===== config.mk =====
export PLATFORM = sky130hd
export DESIGN_NAME = uart_receiver
export DESIGN_NICKNAME = d
export VERILOG_FILES = /design/src/rtl/uart_receiver.sv
export SDC_FILE = /design/constraint.sdc
export NUM_CORES = 1
export LEC_CHECK = 0
export ABC_CLOCK_PERIOD_IN_PS = 2320
export BUFFER_PORTS_ARGS = -buffer_cell sky130_fd_sc_hd__buf_2
export CORE_AREA = 2 2 78 80
export DETAILED_ROUTE_END_ITERATION = 7
export DIE_AREA = 0 0 80 82
export GPL_TIMING_DRIVEN = 0
export PLACE_DENSITY = 0.44
export SETUP_SLACK_MARGIN = 0.15
export SYNTH_ARGS = -nofsm -noshare
export SYNTH_HDL_FRONTEND = slang
export SYNTH_SLANG_ARGS = --single-unit

===== constraint.sdc =====
create_clock -name clk -period 2.32 [get_ports clk]
set_input_delay 0.696 -clock clk [delete_from_list [all_inputs] [get_ports clk]]
set_output_delay 0.696 -clock clk [all_outputs]
set_load 0.05 [all_outputs]

===== src/rtl/uart_receiver.sv =====
// 8N1 UART receiver: two-flop line synchronizer, mid-bit sampling FSM and a
// single-entry holding register with a sticky overrun flag.
//
// state | meaning
// IDLE  | line idle, waiting for rx_s to fall
// START | timing half a bit, then confirming the start bit
// DATA  | sampling the 8 data bits, LSB first
// STOP  | sampling the stop bit
// BREAK | stop bit was low; waiting for the line to return high
module uart_receiver #(
  parameter int CLKS_PER_BIT = 2
) (
  input  logic       clk,
  input  logic       rst,
  input  logic       ser_in,
  input  logic       rd,
  output logic [7:0] data,
  output logic       valid,
  output logic       frame_err,
  output logic       overrun,
  output logic       busy
);

  localparam logic [7:0] BIT_LAST  = 8'(CLKS_PER_BIT - 1);
  localparam logic [7:0] HALF_LAST = 8'((CLKS_PER_BIT / 2) - 1);

  typedef enum logic [2:0] {IDLE, START, DATA, STOP, BREAK} state_t;

  state_t     state, state_nxt;
  logic       sync_1, rx_s;
  logic [7:0] tick, tick_nxt;
  logic [2:0] bit_cnt, bit_cnt_nxt;
  logic [7:0] shift, shift_nxt;
  logic       sample;
  logic       byte_done;
  logic       stop_bad;
  logic       pop;

  always_ff @(posedge clk or posedge rst) begin
    if (rst) begin
      sync_1 <= 1'b1;
      rx_s   <= 1'b1;
    end else begin
      sync_1 <= ser_in;
      rx_s   <= sync_1;
    end
  end

  always_ff @(posedge clk or posedge rst) begin
    if (rst) begin
      state   <= IDLE;
      tick    <= 8'd0;
      bit_cnt <= 3'd0;
      shift   <= 8'd0;
    end else begin
      state   <= state_nxt;
      tick    <= tick_nxt;
      bit_cnt <= bit_cnt_nxt;
      shift   <= shift_nxt;
    end
  end

  // The tick counter is loaded one short so the sample lands on the cycle it
  // reaches zero; it never decrements below zero.
  always_comb begin
    state_nxt   = state;
    tick_nxt    = tick;
    bit_cnt_nxt = bit_cnt;
    shift_nxt   = shift;
    byte_done   = 1'b0;
    stop_bad    = 1'b0;
    sample      = (tick == 8'd0);
    case (state)
      IDLE: begin
        if (!rx_s) begin
          state_nxt   = START;
          tick_nxt    = HALF_LAST;
          bit_cnt_nxt = 3'd0;
        end
      end
      START: begin
        if (sample) begin
          if (rx_s) begin
            state_nxt = IDLE;
          end else begin
            state_nxt = DATA;
            tick_nxt  = BIT_LAST;
          end
        end else begin
          tick_nxt = tick - 8'd1;
        end
      end
      DATA: begin
        if (sample) begin
          shift_nxt   = {rx_s, shift[7:1]};
          tick_nxt    = BIT_LAST;
          bit_cnt_nxt = bit_cnt + 3'd1;
          if (bit_cnt == 3'd7) begin
            state_nxt = STOP;
          end
        end else begin
          tick_nxt = tick - 8'd1;
        end
      end
      STOP: begin
        if (sample) begin
          if (rx_s) begin
            byte_done = 1'b1;
            state_nxt = IDLE;
          end else begin
            stop_bad  = 1'b1;
            state_nxt = BREAK;
          end
        end else begin
          tick_nxt = tick - 8'd1;
        end
      end
      BREAK: begin
        if (rx_s) begin
          state_nxt = IDLE;
        end
      end
      default: begin
        state_nxt = IDLE;
      end
    endcase
  end

  assign pop  = valid && rd;
  assign busy = (state != IDLE);

  // A completing byte may replace the held one only when the slot is empty
  // or being read in the same cycle; otherwise it is dropped and flagged.
  always_ff @(posedge clk or posedge rst) begin
    if (rst) begin
      data      <= 8'h00;
      valid     <= 1'b0;
      overrun   <= 1'b0;
      frame_err <= 1'b0;
    end else begin
      frame_err <= stop_bad;
      if (byte_done && (!valid || pop)) begin
        data  <= shift;
        valid <= 1'b1;
      end else if (pop) begin
        valid <= 1'b0;
      end
      if (pop) begin
        overrun <= 1'b0;
      end else if (byte_done && valid) begin
        overrun <= 1'b1;
      end
    end
  end

endmodule


======== Word level (Yosys, flattened, before mapping) ========
Index checks and enable logic that the tools add are counted.
storage, ports and cells
  register bits ........................... 35
  input bits .............................. 4
  output and inout port bits .............. 12
  word-level logic and storage cells ...... 69
operators by class
  add/sub/neg operators ................... 2
  equal/unequal tests ..................... 13
  multiplexer cells ....................... 28
  reduce and logical (&&, ||, !) cells .... 16
operators with widths
  cell                                                  count
  2-to-1 mux 8 bit                                      5
  one-hot mux 8 bit (4 select lines)                    1
  2-to-1 mux 3 bit                                      9
  one-hot mux 3 bit (5 select lines)                    1
  != test 2 bit (second input constant)                 7
  2-to-1 mux 1 bit                                      10
  zero test 8 bit                                       1
  subtractor 8 x 1 -> 8 bit (second input constant)     1
  equality test 3 x 2 -> 1 bit (second input constant)  2
  equality test 3 bit (second input constant)           2
  one-hot mux 3 bit (2 select lines)                    1
  AND reduction 6 bit                                   1
  nonzero test 2 bit                                    3
  AND reduction 4 bit                                   1
  nonzero test 4 bit                                    1
  adder 3 x 1 -> 3 bit (second input constant)          1
  equality test 3 x 1 -> 1 bit (second input constant)  1
  logical AND 1 bit                                     3
  zero test 3 bit                                       1
  != test 3 bit (second input constant)                 1
  AND reduction 3 bit                                   1
  nonzero test 3 bit                                    1
  2-to-1 mux 2 bit                                      1
  AND reduction 2 bit                                   1
  other kinds (2)                                       2

======== Longest topological paths before layout ========
Gate-level depths: netlist of run 1.
  depth after elaboration ................. 6
  gate-level depth with buffers ........... 7

======== Least setup slack after synthesis of run 1 ========
No wires, ideal clock.
  path type ............................... reg-to-reg
  start ................................... register tick[0]
  end ..................................... register data[7]
  arrival ................................. 1774 ps
  required time ........................... 2192 ps
  slack ................................... 418 ps
  stages on the path, launching flop included .. 7
  clock period less this slack ............ 1902 ps
  cell sequence ........................... dfrtp_1 > inv_1 > ha_1 > or3b_2 > nor2_8 > nand4_4 > mux2_1
between the ends
  word-level cells in the longest chain between the ends .. 4
RTL lines
  what                    line  text
  start, declared         31    logic [7:0] tick, tick_nxt;
  start signal, assigned  57    tick <= tick_nxt;
  zero test 8 bit         72    sample = (tick == 8'd0);
  2-to-1 mux 1 bit        106   if (sample) begin
  2-to-1 mux 1 bit        73    case (state)
  logical AND 1 bit       142   if (byte_done && (!valid || pop)) begin
  end signal, assigned    143   data <= shift;
  end, declared           17    output logic [7:0] data,
Every way passes these cells.
A chain may end at the register's enable or synchronous reset.

======== Final worst setup path of run 1 ========
  start ................................... register state[1]
  end ..................................... output busy
between the ends
  word-level cells in the longest chain between the ends .. 1
RTL lines
  what                    line  text
  start, declared         29    state_t state, state_nxt;
  start signal, assigned  56    state <= state_nxt;
  nonzero test 3 bit      130   assign busy = (state != IDLE);
  end, declared           21    output logic busy
Every way passes these cells.

==> results.txt, run 1 <==
----------------------------------------------------
[Logic synthesis]
  Number of flops mapped to enable cells by yosys ... 0
  Number of warnings issued by yosys ... 0
  Async set-or-reset flop fraction in the synthesized netlist ... 100%
  Mapped Cells ... about 140
  Synth area leader ... dfrtp_1
  Area share of the largest cell type after synthesis ... 49.7%
  Unique masters post-synth ... 37
  Total nets after synthesis ... about 150
  Main flop type after synthesis ... dfrtp_1
  Cell with the most instances after synthesis ... dfrtp_1
  Commonest cells post-synth ... 33 x dfrtp_1, 16 x mux2_2, 12 x a21oi_1, 8 x inv_1
  Number of register bits inferred by synthesis ... 35
  Post-Syn Area ... 1660 µm²
  Leading cell types by total area after synthesis ... dfrtp_1 50%, mux2_2 11%, a21oi_1 3.6%, dfstp_2 3.2%, ha_1 3.0%
  Mean instance size in the synthesized netlist ... 11.6 µm²
  Proportion of synthesized chip area in sequential cells ... between 50 and 60%

[Critical path]
  Startpoint-to-endpoint class of the critical path ... register to primary output
  Type of destination of the critical path ... primary output
  Slowest stage cell, crit path ... dfrtp_1
  Worst-case register-to-register setup slack ... ~320 ps
  Critical path arrival ... 1420 ps
  Dominant cell type by count on the critical path ... buf_4
  Worst path cell trace ... buf_4, or3_1, buf_4
  Crit-path max FO ... 10
  Launch instance of the worst register-to-register path ... tick[0]
  Data required time of the worst path ... about 1600 ps
  Startpoint Class ... register
  Largest incremental delay on the critical path ... 420 ps
  Worst R2R End ... bit_cnt[0]
  Depth of the worst register-to-register path ... 6

[Die]
  DIE AREA ... 6560 µm²
  Die outline width ... 80 µm
  CORE AREA ... between 5000 and 6000 µm²
  Vert. Die Dim ... between 80 and 90 µm
  Count of boundary I/O pins ... 16
  Initial standard-cell utilization of the core ... between 20 and 30%
  Std cell rows ... 28

[Drt]
  Post-route DRC violation count ... 0
  Routed WL per cell ... between 10 and 15 µm
  Final ANT Viol Nets ... 0
  Vias per Instance ... 4.98
  1st-iter DRT viols ... 120
  Total number of vias ... approximately 1200
  Final wirelength ... 3.23 mm
  Number of iterations in the first detailed-routing pass ... 4

[Status]
  Result of the run ... finished clean

[Power]
  Power Density ... roughly 1100 nW/µm²
  VDD IR max ... roughly 0.45 mV
  Total leakage power ... between 0.9 and 1 nW

[Min path]
  Start point of the worst min-delay path ... sync_1
  Worst hold-check path type ... register to register
  Sink of the worst hold path ... rx_s
  Cells on Worst Hold Path ... 0

[GRT]
  Remaining global-route overflow ... 0
  Overall routing resource usage ... between 10% and 20%
  Largest net degree at the start of global routing ... 36
  Via count of the first global-routing pass ... 1147
  Wire length of the first global-routing pass ... 5.55 mm
  Number of antenna violations at the first check in global routing ... 0

[Cells and area]
  Antenna cells ... 0
  Utilization after layout ... about a third
  Layout net count ... around 170
  Synthesis-to-finish area growth ... 16.1%
  Fraction of final layout cells sized beyond drive strength 1 ... slightly above 30%
  # fillers ... between 600 and 700

[Timing]
  Total count of hold-check failures in the final report ... 0
  Final worst-path setup slack ... ~210 ps
  Max Slew Vio Count ... 0
  Fin crit period ... around 2100 ps
  Remaining max-slew budget at the tightest pin ... about 51%
  Fmax ... 473 MHz
  Measured slew at the worst slew-check pin ... between 700 and 800 ps
  Fin Setup TNS ... 0 ps
  Unrepaired setup endpoints after global routing ... no
  Period utilisation layout ... between 90% and 100%
  Setup violation total in the final timing report ... 0
  Setup Skew ... a little under 5 ps

[Clocking]
  Post-cts hold buffer count ... 0
  Cts bufs inserted ... 5
  Post-CTS Setup Bufs ... 0
  H-tree levels ... 2
  Clock tree from TritonCTS ... built
  Clock latency on the worst-skew pair ... 280 ps
  Clock Tree Root ... clkbuf_8
  Clock Sinks ... 35
  Clock slew seen by the registers of the worst setup and hold paths ... about 70 ps
  Bufs on Longest Clock Path ... 2

[Flow run]
  Number of max-capacitance violations reported ... 0

[Place]
  Worst slack at placement ... roughly 210 ps
  Half-perimeter wire length after detailed placement ... between 2 and 2.5 mm
  Placer congestion estimate ... 0.764
  # port buffers ... 15

----------------------------------------------------
routing by layer:
layer  part of all wire [%]  track usage, %
met1                     46            14.3
met2                     49            17.3
met3                    3.6            2.64
met4                    1.1            4.07
met5                      0               0
repair_timing:
action | in CTS | in global routing
gates cloned | 0 | 0
endpoints found under the setup margin | 1 | 9
gates resized for setup | 2 | 8
state kept, by name (all words and copies together) (netlist names):
name	flops
data	8
shift	8
tick	8
bit_cnt	3
state	3
frame_err	1
overrun	1
rx_s	1
sync_1	1
valid	1
cell families (layout without fill, tap and decap cells):
family	count (synthesis)	in the layout	synth area share [%]
mux	19	19	12.7
buf+inv	14	36	3.17
fa+ha+maj	4	4	3.01
compound gates	38	38	14.9
simple gates	33	33	13.3
flops	35	35	52.9
cells in the final DEF, fill, tap and decap left out, drive strengths merged, types with 2 or more instances in the layout:
| cell type | n |
|---|---|
| o21ai | 7 |
| nand2 | 6 |
| a41oi | 3 |
| nor4 | 2 |
| clkbuf | 10 |
| dfrtp | 33 |
| nand3 | 4 |
| mux2 | 17 |
| ha | 4 |
| nor2 | 8 |
| dfstp | 2 |
| buf | 17 |
| inv | 8 |
| o31ai | 2 |
| mux2i | 2 |
| a31oi | 3 |
| a21oi | 12 |
| a22o | 5 |
| nor3 | 4 |
| o21bai | 2 |
critical path, delay by kind of cell, from the launching register on:
family	cells	cell delay, ps
flops	1	420
simple gates	1	320
buf+inv	2	400
cell type report:
type                            instances  area [µm²]  share of cell area, %
Multi-Input combinational cell         94         732                   38.0
Inverter                                8        30.0                   1.56
Tap cell                               75        93.8                   4.87
Clock inverter                          1        5.00                  0.260
Clock buffer                            6        82.6                   4.28
Sequential cell                        35         878                   45.6
Buffer                                  6        28.8                   1.49
Timing Repair Buffer                   15        77.6                   4.02
power breakdown:
part           total, mW  internal (mW)  switching, mW
clock network      0.439          0.233          0.207
registers          0.846          0.729          0.117
logic              0.755          0.278          0.478
per-stage QoR:
| stage | hold WS, ps | cell area, µm² | power [mW] | std cells |
|---|---|---|---|---|
| global route | 367 | 1930 | 2.20 | 240 |
| finish | 362 | 1930 | 2.04 | 240 |
| detailed placement | 355 | 1830 | 1.59 | 233 |
| global placement | 347 | 1830 | 1.57 | 233 |
| CTS | 365 | 1920 | 2.05 | 240 |
| floorplan | 345 | 1660 | 1.41 | 143 |
how the worst max path moves through the flow:
| stage | endpoint | slack, ps | cells after the start | start |
|---|---|---|---|---|
| global placement | data[7] | 240 | 6 | tick[0] |
| CTS | busy | 170 | 3 | state[1] |
| finish | busy | 210 | 3 | state[1] |
| floorplan | data[7] | 420 | 6 | tick[0] |
| detailed placement | data[7] | 210 | 6 | tick[0] |
| global route | busy | 160 | 3 | state[1] |
No activity file was read; power rests on OpenSTA's default activity.
==> run 2, diff against run 1 <==
--- a/config.mk
+++ b/config.mk
@@ -7,11 +7,11 @@
 export LEC_CHECK = 0
 export ABC_CLOCK_PERIOD_IN_PS = 2320
 export BUFFER_PORTS_ARGS = -buffer_cell sky130_fd_sc_hd__buf_2
-export CORE_AREA = 2 2 78 80
+export CORE_AREA = 2 2 57 59
 export DETAILED_ROUTE_END_ITERATION = 7
-export DIE_AREA = 0 0 80 82
+export DIE_AREA = 0 0 59 61
 export GPL_TIMING_DRIVEN = 0
-export PLACE_DENSITY = 0.44
+export PLACE_DENSITY = 0.75
 export SETUP_SLACK_MARGIN = 0.15
 export SYNTH_ARGS = -nofsm -noshare
 export SYNTH_HDL_FRONTEND = slang
==> run 2 against run 1 <==
Final area is 3.2% lower. Register-to-register slack worse by 80 ps. Global-route usage is 9.6 points higher. Clock power is 25% lower. Sequential share of layout area is 1.5 points higher. Largest power group unchanged. Core utilization is 30 points higher. Clock skew is 7.0 ps higher.
==> results.txt, run 2 (synthesized netlist as in run 1, its figures left out) <==
----------------------------------------------------
[Status]
  Result of the run ... finished clean

[Critical path]
  Slowest stage cell, crit path ... or3_1
  Startpoint Class ... register
  Largest incremental delay on the critical path ... just under 400 ps
  Worst-case register-to-register setup slack ... ~240 ps
  Top cell family by delay on the critical path ... simple AND/OR/NAND/NOR gates
  Worst path cell trace ... clkbuf_4, or3_1, buf_6
  Launch instance of the worst register-to-register path ... tick[0]
  Total stage count of the critical path ... 3
  Depth of the worst register-to-register path ... 6
  CP startpoint ... state[2]
  Type of destination of the critical path ... primary output
  Buffers plus inverters on the worst setup path ... 2
  Data required time of the worst path ... ~1600 ps
  Crit-path max FO ... 10
  Worst R2R End ... data[7]
  Critical path arrival ... around 1400 ps
  Startpoint-to-endpoint class of the critical path ... register to primary output
  CP endpoint ... busy

[Clocking]
  Bufs on Longest Clock Path ... 2
  Clock latency on the worst-skew pair ... 350 ps
  Clock tree from TritonCTS ... built
  H-tree levels ... 2
  Post-cts hold buffer count ... 0
  Clock Tree Root ... clkbuf_4
  Clock slew seen by the registers of the worst setup and hold paths ... roughly 110 ps
  Cts bufs inserted ... 5
  Clock Sinks ... 35

[Place]
  Worst slack at placement ... around 250 ps
  Post-place instance area ... between 1500 and 2000 µm²
  Cell Count Post-Placement ... about 190
  Half-perimeter wire length after detailed placement ... 2.23 mm
  # port buffers ... 15
  Placer congestion estimate ... 0.885

[Timing]
  Fin crit period ... 2140 ps
  Max Slew Vio Count ... 0
  Setup Skew ... approximately 12 ps
  Unrepaired setup endpoints after global routing ... yes
  Measured slew at the worst slew-check pin ... a little over 700 ps
  Setup violation total in the final timing report ... 0
  Final worst-path setup slack ... around 180 ps
  Fin Setup TNS ... 0 ps
  Fmax ... 467 MHz
  Total count of hold-check failures in the final report ... 0
  Min Hold Slack ... around 360 ps
  Remaining max-slew budget at the tightest pin ... about 53%
  Period utilisation layout ... 92.2%

[Drt]
  Post-route DRC violation count ... 0
  Routed WL per cell ... 15.7 µm
  Final ANT Viol Nets ... 0
  Final wirelength ... ~3.1 mm
  Total number of vias ... between 1000 and 1500
  Vias per Instance ... roughly 6.0
  1st-iter DRT viols ... 45
  Number of iterations in the first detailed-routing pass ... 4

[Cells and area]
  Leading registers by flop count ... data: 8 flops, shift: 8 flops, tick: 8 flops
  Final Cell Area ... 1870 µm²
  Utilization after layout ... 63.2%
  Antenna cells ... 0
  Most common cell after layout, fill and taps aside ... dfrtp_1
  Layout net count ... 174
  Fraction of final layout cells sized beyond drive strength 1 ... between 30% and 40%
  Commonest non-fill, non-tap cells in the layout ... 33 x dfrtp_1, 16 x mux2_2, 15 x buf_2, 12 x a21oi_1
  Synthesis-to-finish area growth ... 12.4%
  Final Non-Filler Cells ... 200

[Min path]
  Worst hold-check path type ... register to register

[Die]
  Die outline width ... between 50 and 60 µm
  CORE AREA ... between 2000 and 3000 µm²
  Std cell rows ... 20
  Count of boundary I/O pins ... 16
  Initial standard-cell utilization of the core ... about 56%
  DIE AREA ... around 3600 µm²
  Vert. Die Dim ... 61 µm

[GRT]
  Remaining global-route overflow ... 0
  Largest net degree at the start of global routing ... 36
  Wire length of the first global-routing pass ... 5.26 mm
  Number of antenna violations at the first check in global routing ... 0
  Via count of the first global-routing pass ... between 1000 and 1500
  Overall routing resource usage ... 20.4%

[Power]
  Total Power Consumption ... slightly below 2 mW
  Total leakage power ... ~0.89 nW
  VDD IR max ... roughly 0.57 mV
  Power Density ... roughly 1000 nW/µm²

[Flow run]
  Number of max-capacitance violations reported ... 0

----------------------------------------------------
-- run 2: final cells by class --
type | instances | area, µm²
tap | 33 | 41.3
fill | 238 | 1090
sequential | 35 | 878
timing repair buffer | 16 | 88.8
buffer | 6 | 31.3
inverter | 8 | 30.0
clock inverter | 3 | 20.0
multi-input combinational | 94 | 738
clock buffer | 5 | 37.5
-- run 2: where the power goes --
| part | switching [mW] | total [mW] | internal, mW |
|---|---|---|---|
| clock network | 0.215 | 0.330 | 0.116 |
| registers | 0.123 | 0.851 | 0.728 |
| logic | 0.486 | 0.776 | 0.290 |
-- run 2: worst min path at each step --
stage | from | end | slack (ps) | cells after the start
4_1_cts | sync_1 | rx_s | 370 | 0
3_5_place_dp | sync_1 | rx_s | 350 | 0
2_1_floorplan | sync_1 | rx_s | 350 | 0
5_1_grt | sync_1 | rx_s | 370 | 0
6_report | sync_1 | rx_s | 360 | 0
3_3_place_gp | sync_1 | rx_s | 350 | 0
-- run 2: per-layer routing --
| layer | part of all wire [%] | global-route usage, % | vias to the layer above |
|---|---|---|---|
| li1 | - | - | 577 |
| met1 | 43 | 25.9 | 583 |
| met2 | 50 | 31.4 | 27 |
| met3 | 4.8 | 6.61 | 11 |
| met4 | 2.6 | 10.7 | 0 |
| met5 | 0 | 0 | - |
-- run 2: worst reg2reg max path, delay by kind of cell, from the launching register on --
kind	cells	cell delay, ps
flops	1	400
simple gates	3	900
buf+inv	1	110
fa+ha+maj	1	190
mux	1	380
-- run 2: what timing repair did --
action,4_1_cts,5_1_grt
resized for setup,6,3
setup buffers,1,0
gates cloned,0,0
setup endpoints to repair,1,4
==> run 3, diff against run 2 <==
--- a/config.mk
+++ b/config.mk
@@ -5,11 +5,12 @@
 export SDC_FILE = /design/constraint.sdc
 export NUM_CORES = 1
 export LEC_CHECK = 0
+export ABC_AREA = 1
 export ABC_CLOCK_PERIOD_IN_PS = 2320
 export BUFFER_PORTS_ARGS = -buffer_cell sky130_fd_sc_hd__buf_2
-export CORE_AREA = 2 2 57 59
+export CORE_AREA = 2 2 70 52
 export DETAILED_ROUTE_END_ITERATION = 7
-export DIE_AREA = 0 0 59 61
+export DIE_AREA = 0 0 72 54
 export GPL_TIMING_DRIVEN = 0
 export PLACE_DENSITY = 0.75
 export SETUP_SLACK_MARGIN = 0.15
==> run 3 against run 2 <==
Combinational power increased by 59%. Die area increased by 8.0%. Register-to-register slack improved by 330 ps. Sequential share of layout area decreased by 3.9 points. Via count increased by 18%. Synthesized cell count increased by 52%. Hold slack got worse by 5.0 ps. Wire length increased by 8.0%. Largest power group is now combinational cells.
==> results.txt, run 3 <==
----------------------------------------------------
[Critical path]
  Crit-path max FO ... 5
  Launch instance of the worst register-to-register path ... tick[0]
  Data required time of the worst path ... between 1500 and 2000 ps
  Worst R2R End ... shift[2]
  Worst path cell trace ... inv_1, nand2_1, buf_2
  Critical path arrival ... approximately 1200 ps
  Startpoint Class ... register
  Depth of the worst register-to-register path ... 8
  Type of destination of the critical path ... primary output
  Worst-case register-to-register setup slack ... roughly 570 ps
  Startpoint-to-endpoint class of the critical path ... register to primary output
  Largest incremental delay on the critical path ... ~450 ps
  Slowest stage cell, crit path ... dfrtp_1

[GRT]
  Remaining global-route overflow ... 0
  Largest net degree at the start of global routing ... 19
  Overall routing resource usage ... between 20 and 25%
  Number of antenna violations at the first check in global routing ... 0
  Via count of the first global-routing pass ... 1313
  Wire length of the first global-routing pass ... ~6 mm

[Cells and area]
  Commonest non-fill, non-tap cells in the layout ... 73 x nand2_1, 33 x dfrtp_1, 28 x inv_1, 18 x o21ai_0
  Final Non-Filler Cells ... approximately 280
  # fillers ... 297
  Leading registers by flop count ... data: 8 flops, shift: 8 flops, tick: 8 flops
  Footprint of the multi-input gates ... about 770 µm²
  Antenna cells ... 0
  Synthesis-to-finish area growth ... 13.4%
  Fraction of final layout cells sized beyond drive strength 1 ... a little under a fifth
  Sequential Area ... about 880 µm²
  Layout net count ... ~250
  Most common cell after layout, fill and taps aside ... nand2_1

[Logic synthesis]
  Total nets after synthesis ... around 230
  Synth area leader ... dfrtp_1
  Mean instance size in the synthesized netlist ... just over 8 µm²
  Number of flops mapped to enable cells by yosys ... 0
  Mapped Cells ... roughly 220
  Leading cell types by total area after synthesis ... dfrtp_1 46%, nand2_1 15%, inv_1 5.9%, o21ai_0 5.0%, o21ai_2 4.9%
  Unique masters post-synth ... 24
  Area share of the largest cell type after synthesis ... ~46%
  Post-Syn Area ... about 1800 µm²
  Commonest cells post-synth ... 73 x nand2_1, 33 x dfrtp_1, 28 x inv_1, 18 x o21ai_0, 15 x nor2_1
  Main flop type after synthesis ... dfrtp_1
  Proportion of synthesized chip area in sequential cells ... between 40% and 50%
  Cell with the most instances after synthesis ... nand2_1
  Async set-or-reset flop fraction in the synthesized netlist ... between 90% and 100%
  Number of register bits inferred by synthesis ... 35
  Number of warnings issued by yosys ... 0

[Clocking]
  CTS resizes ... 0
  Clock latency on the worst-skew pair ... just under 300 ps
  Post-CTS Setup Bufs ... 0
  Clock tree from TritonCTS ... built
  Bufs on Longest Clock Path ... 2
  Clock slew seen by the registers of the worst setup and hold paths ... approximately 70 ps
  Clock Sinks ... 35
  Cts bufs inserted ... 5
  Post-cts hold buffer count ... 0
  H-tree levels ... 2
  Clock Tree Root ... clkbuf_8

[Die]
  Initial standard-cell utilization of the core ... 54.2%
  Std cell rows ... 18
  CORE AREA ... between 3000 and 4000 µm²
  Die outline width ... between 70 and 80 µm
  Count of boundary I/O pins ... 16
  DIE AREA ... slightly below 4000 µm²
  Vert. Die Dim ... 54 µm

[Timing]
  Remaining max-slew budget at the tightest pin ... between 40% and 50%
  Measured slew at the worst slew-check pin ... between 700 and 800 ps
  Period utilisation layout ... between 80% and 90%
  Setup violation total in the final timing report ... 0
  Total count of hold-check failures in the final report ... 0
  Fmax ... 521 MHz
  Unrepaired setup endpoints after global routing ... no
  Fin Setup TNS ... 0 ps
  Max Slew Vio Count ... 0
  Setup Skew ... approximately 6.9 ps
  Fin crit period ... ~1900 ps

[Power]
  Power spent charging and discharging nets ... around 1.2 mW
  Part of the total power dissipated in sequential elements ... roughly 34%
  Power share of the combinational group ... between 40% and 50%
  Internal Pwr Total ... around 1.4 mW
  Switching Fraction ... 45.8%
  Clock power share ... ~18%
  VDD IR max ... 0.519 mV
  Total Power Consumption ... 2.53 mW
  Power Density ... approximately 1200 nW/µm²
  Total leakage power ... 1.08 nW

[Drt]
  Post-route DRC violation count ... 0
  1st-iter DRT viols ... 60
  Final wirelength ... roughly 3.4 mm
  Routed WL per cell ... between 10 and 15 µm
  Total number of vias ... 1409
  Vias per Instance ... roughly 5.0
  Number of iterations in the first detailed-routing pass ... 4
  Final ANT Viol Nets ... 0

[Min path]
  Sink of the worst hold path ... rx_s
  Cells on Worst Hold Path ... 0
  Start point of the worst min-delay path ... sync_1
  Worst hold-check path type ... register to register

[Flow run]
  Number of max-capacitance violations reported ... 0

[Place]
  Cell Count Post-Placement ... 274
  # port buffers ... 15
  Half-perimeter wire length after detailed placement ... approximately 2.4 mm
  Placer congestion estimate ... between 0.8 and 0.9

[Status]
  Result of the run ... finished clean

----------------------------------------------------
run 3: cells by family (layout without fill, tap and decap cells):
kind of cell | Yosys count | after routing | synth area share, %
simple gates | 113 | 113 | 27.8
xor+xnor | 3 | 3 | 1.46
fa+ha+maj | 4 | 4 | 2.79
flops | 35 | 35 | 48.9
buf+inv | 32 | 55 | 8.01
compound gates | 31 | 31 | 11.0
run 3: how the worst max path moves through the flow:
stage / from / endpoint / slack, ps / depth (start not counted)
6_report: state[2] / busy / 400 / 3
5_1_grt: state[2] / busy / 300 / 3
4_1_cts: state[2] / busy / 400 / 3
3_5_place_dp: tick[0] / shift[3] / 550 / 8
3_3_place_gp: rst / bit_cnt[1] / 320 / 2
2_1_floorplan: state[0] / tick[0] / 550 / 9
run 3: worst max-delay path: cells and delay by family (launching register included):
| kind | cells | cell delay (ps) |
|---|---|---|
| flip-flops | 1 | 450 |
| buffers and inverters | 2 | 390 |
| AND/OR/NAND/NOR | 1 | 100 |
run 3: final cells by class:
class                   count  share of cell area, %
clock inverters             1                  0.246
plain buffers               3                   1.66
inverters                  29                   5.41
flip-flops and latches     35                   43.1
well taps                  40                   2.46
multi-input cells         151                   38.0
repair buffers             16                   5.04
clock buffers               6                   4.06
run 3: through the flow:
| step | cell area, µm² | setup WS, ps | util, % | hold WS, ps |
|---|---|---|---|---|
| after floorplan | 1800 | 555 | - | 345 |
| after global placement | 1920 | 322 | 58.0 | 346 |
| after detailed placement | 1950 | 554 | 58.8 | 351 |
| after CTS | 2040 | 395 | 61.5 | 360 |
| after global routing | 2040 | 303 | 61.5 | 369 |
| final | 2040 | 401 | 61.5 | 358 |
run 3: layer usage:
| layer | track usage, % | vias to the layer above | wire length, µm |
|---|---|---|---|
| met5 | 0 | - | 0 |
| met4 | 7.55 | 0 | 40 |
| met3 | 5.62 | 5 | 148 |
| met2 | 30.4 | 33 | 1360 |
| met1 | 29.0 | 629 | 1850 |
| li1 | - | 742 | - |
run 3: power by group through the flow:
| stage | Clock (mW) | Sequential (mW) | Combinational (mW) |
|---|---|---|---|
| after floorplan | 0 | 0.927 | 0.916 |
| after global placement | 0 | 0.856 | 1.20 |
| after detailed placement | 0 | 0.857 | 1.23 |
| after CTS | 0.449 | 0.850 | 1.24 |
| after global routing | 0.481 | 0.870 | 1.40 |
| final | 0.444 | 0.851 | 1.23 |
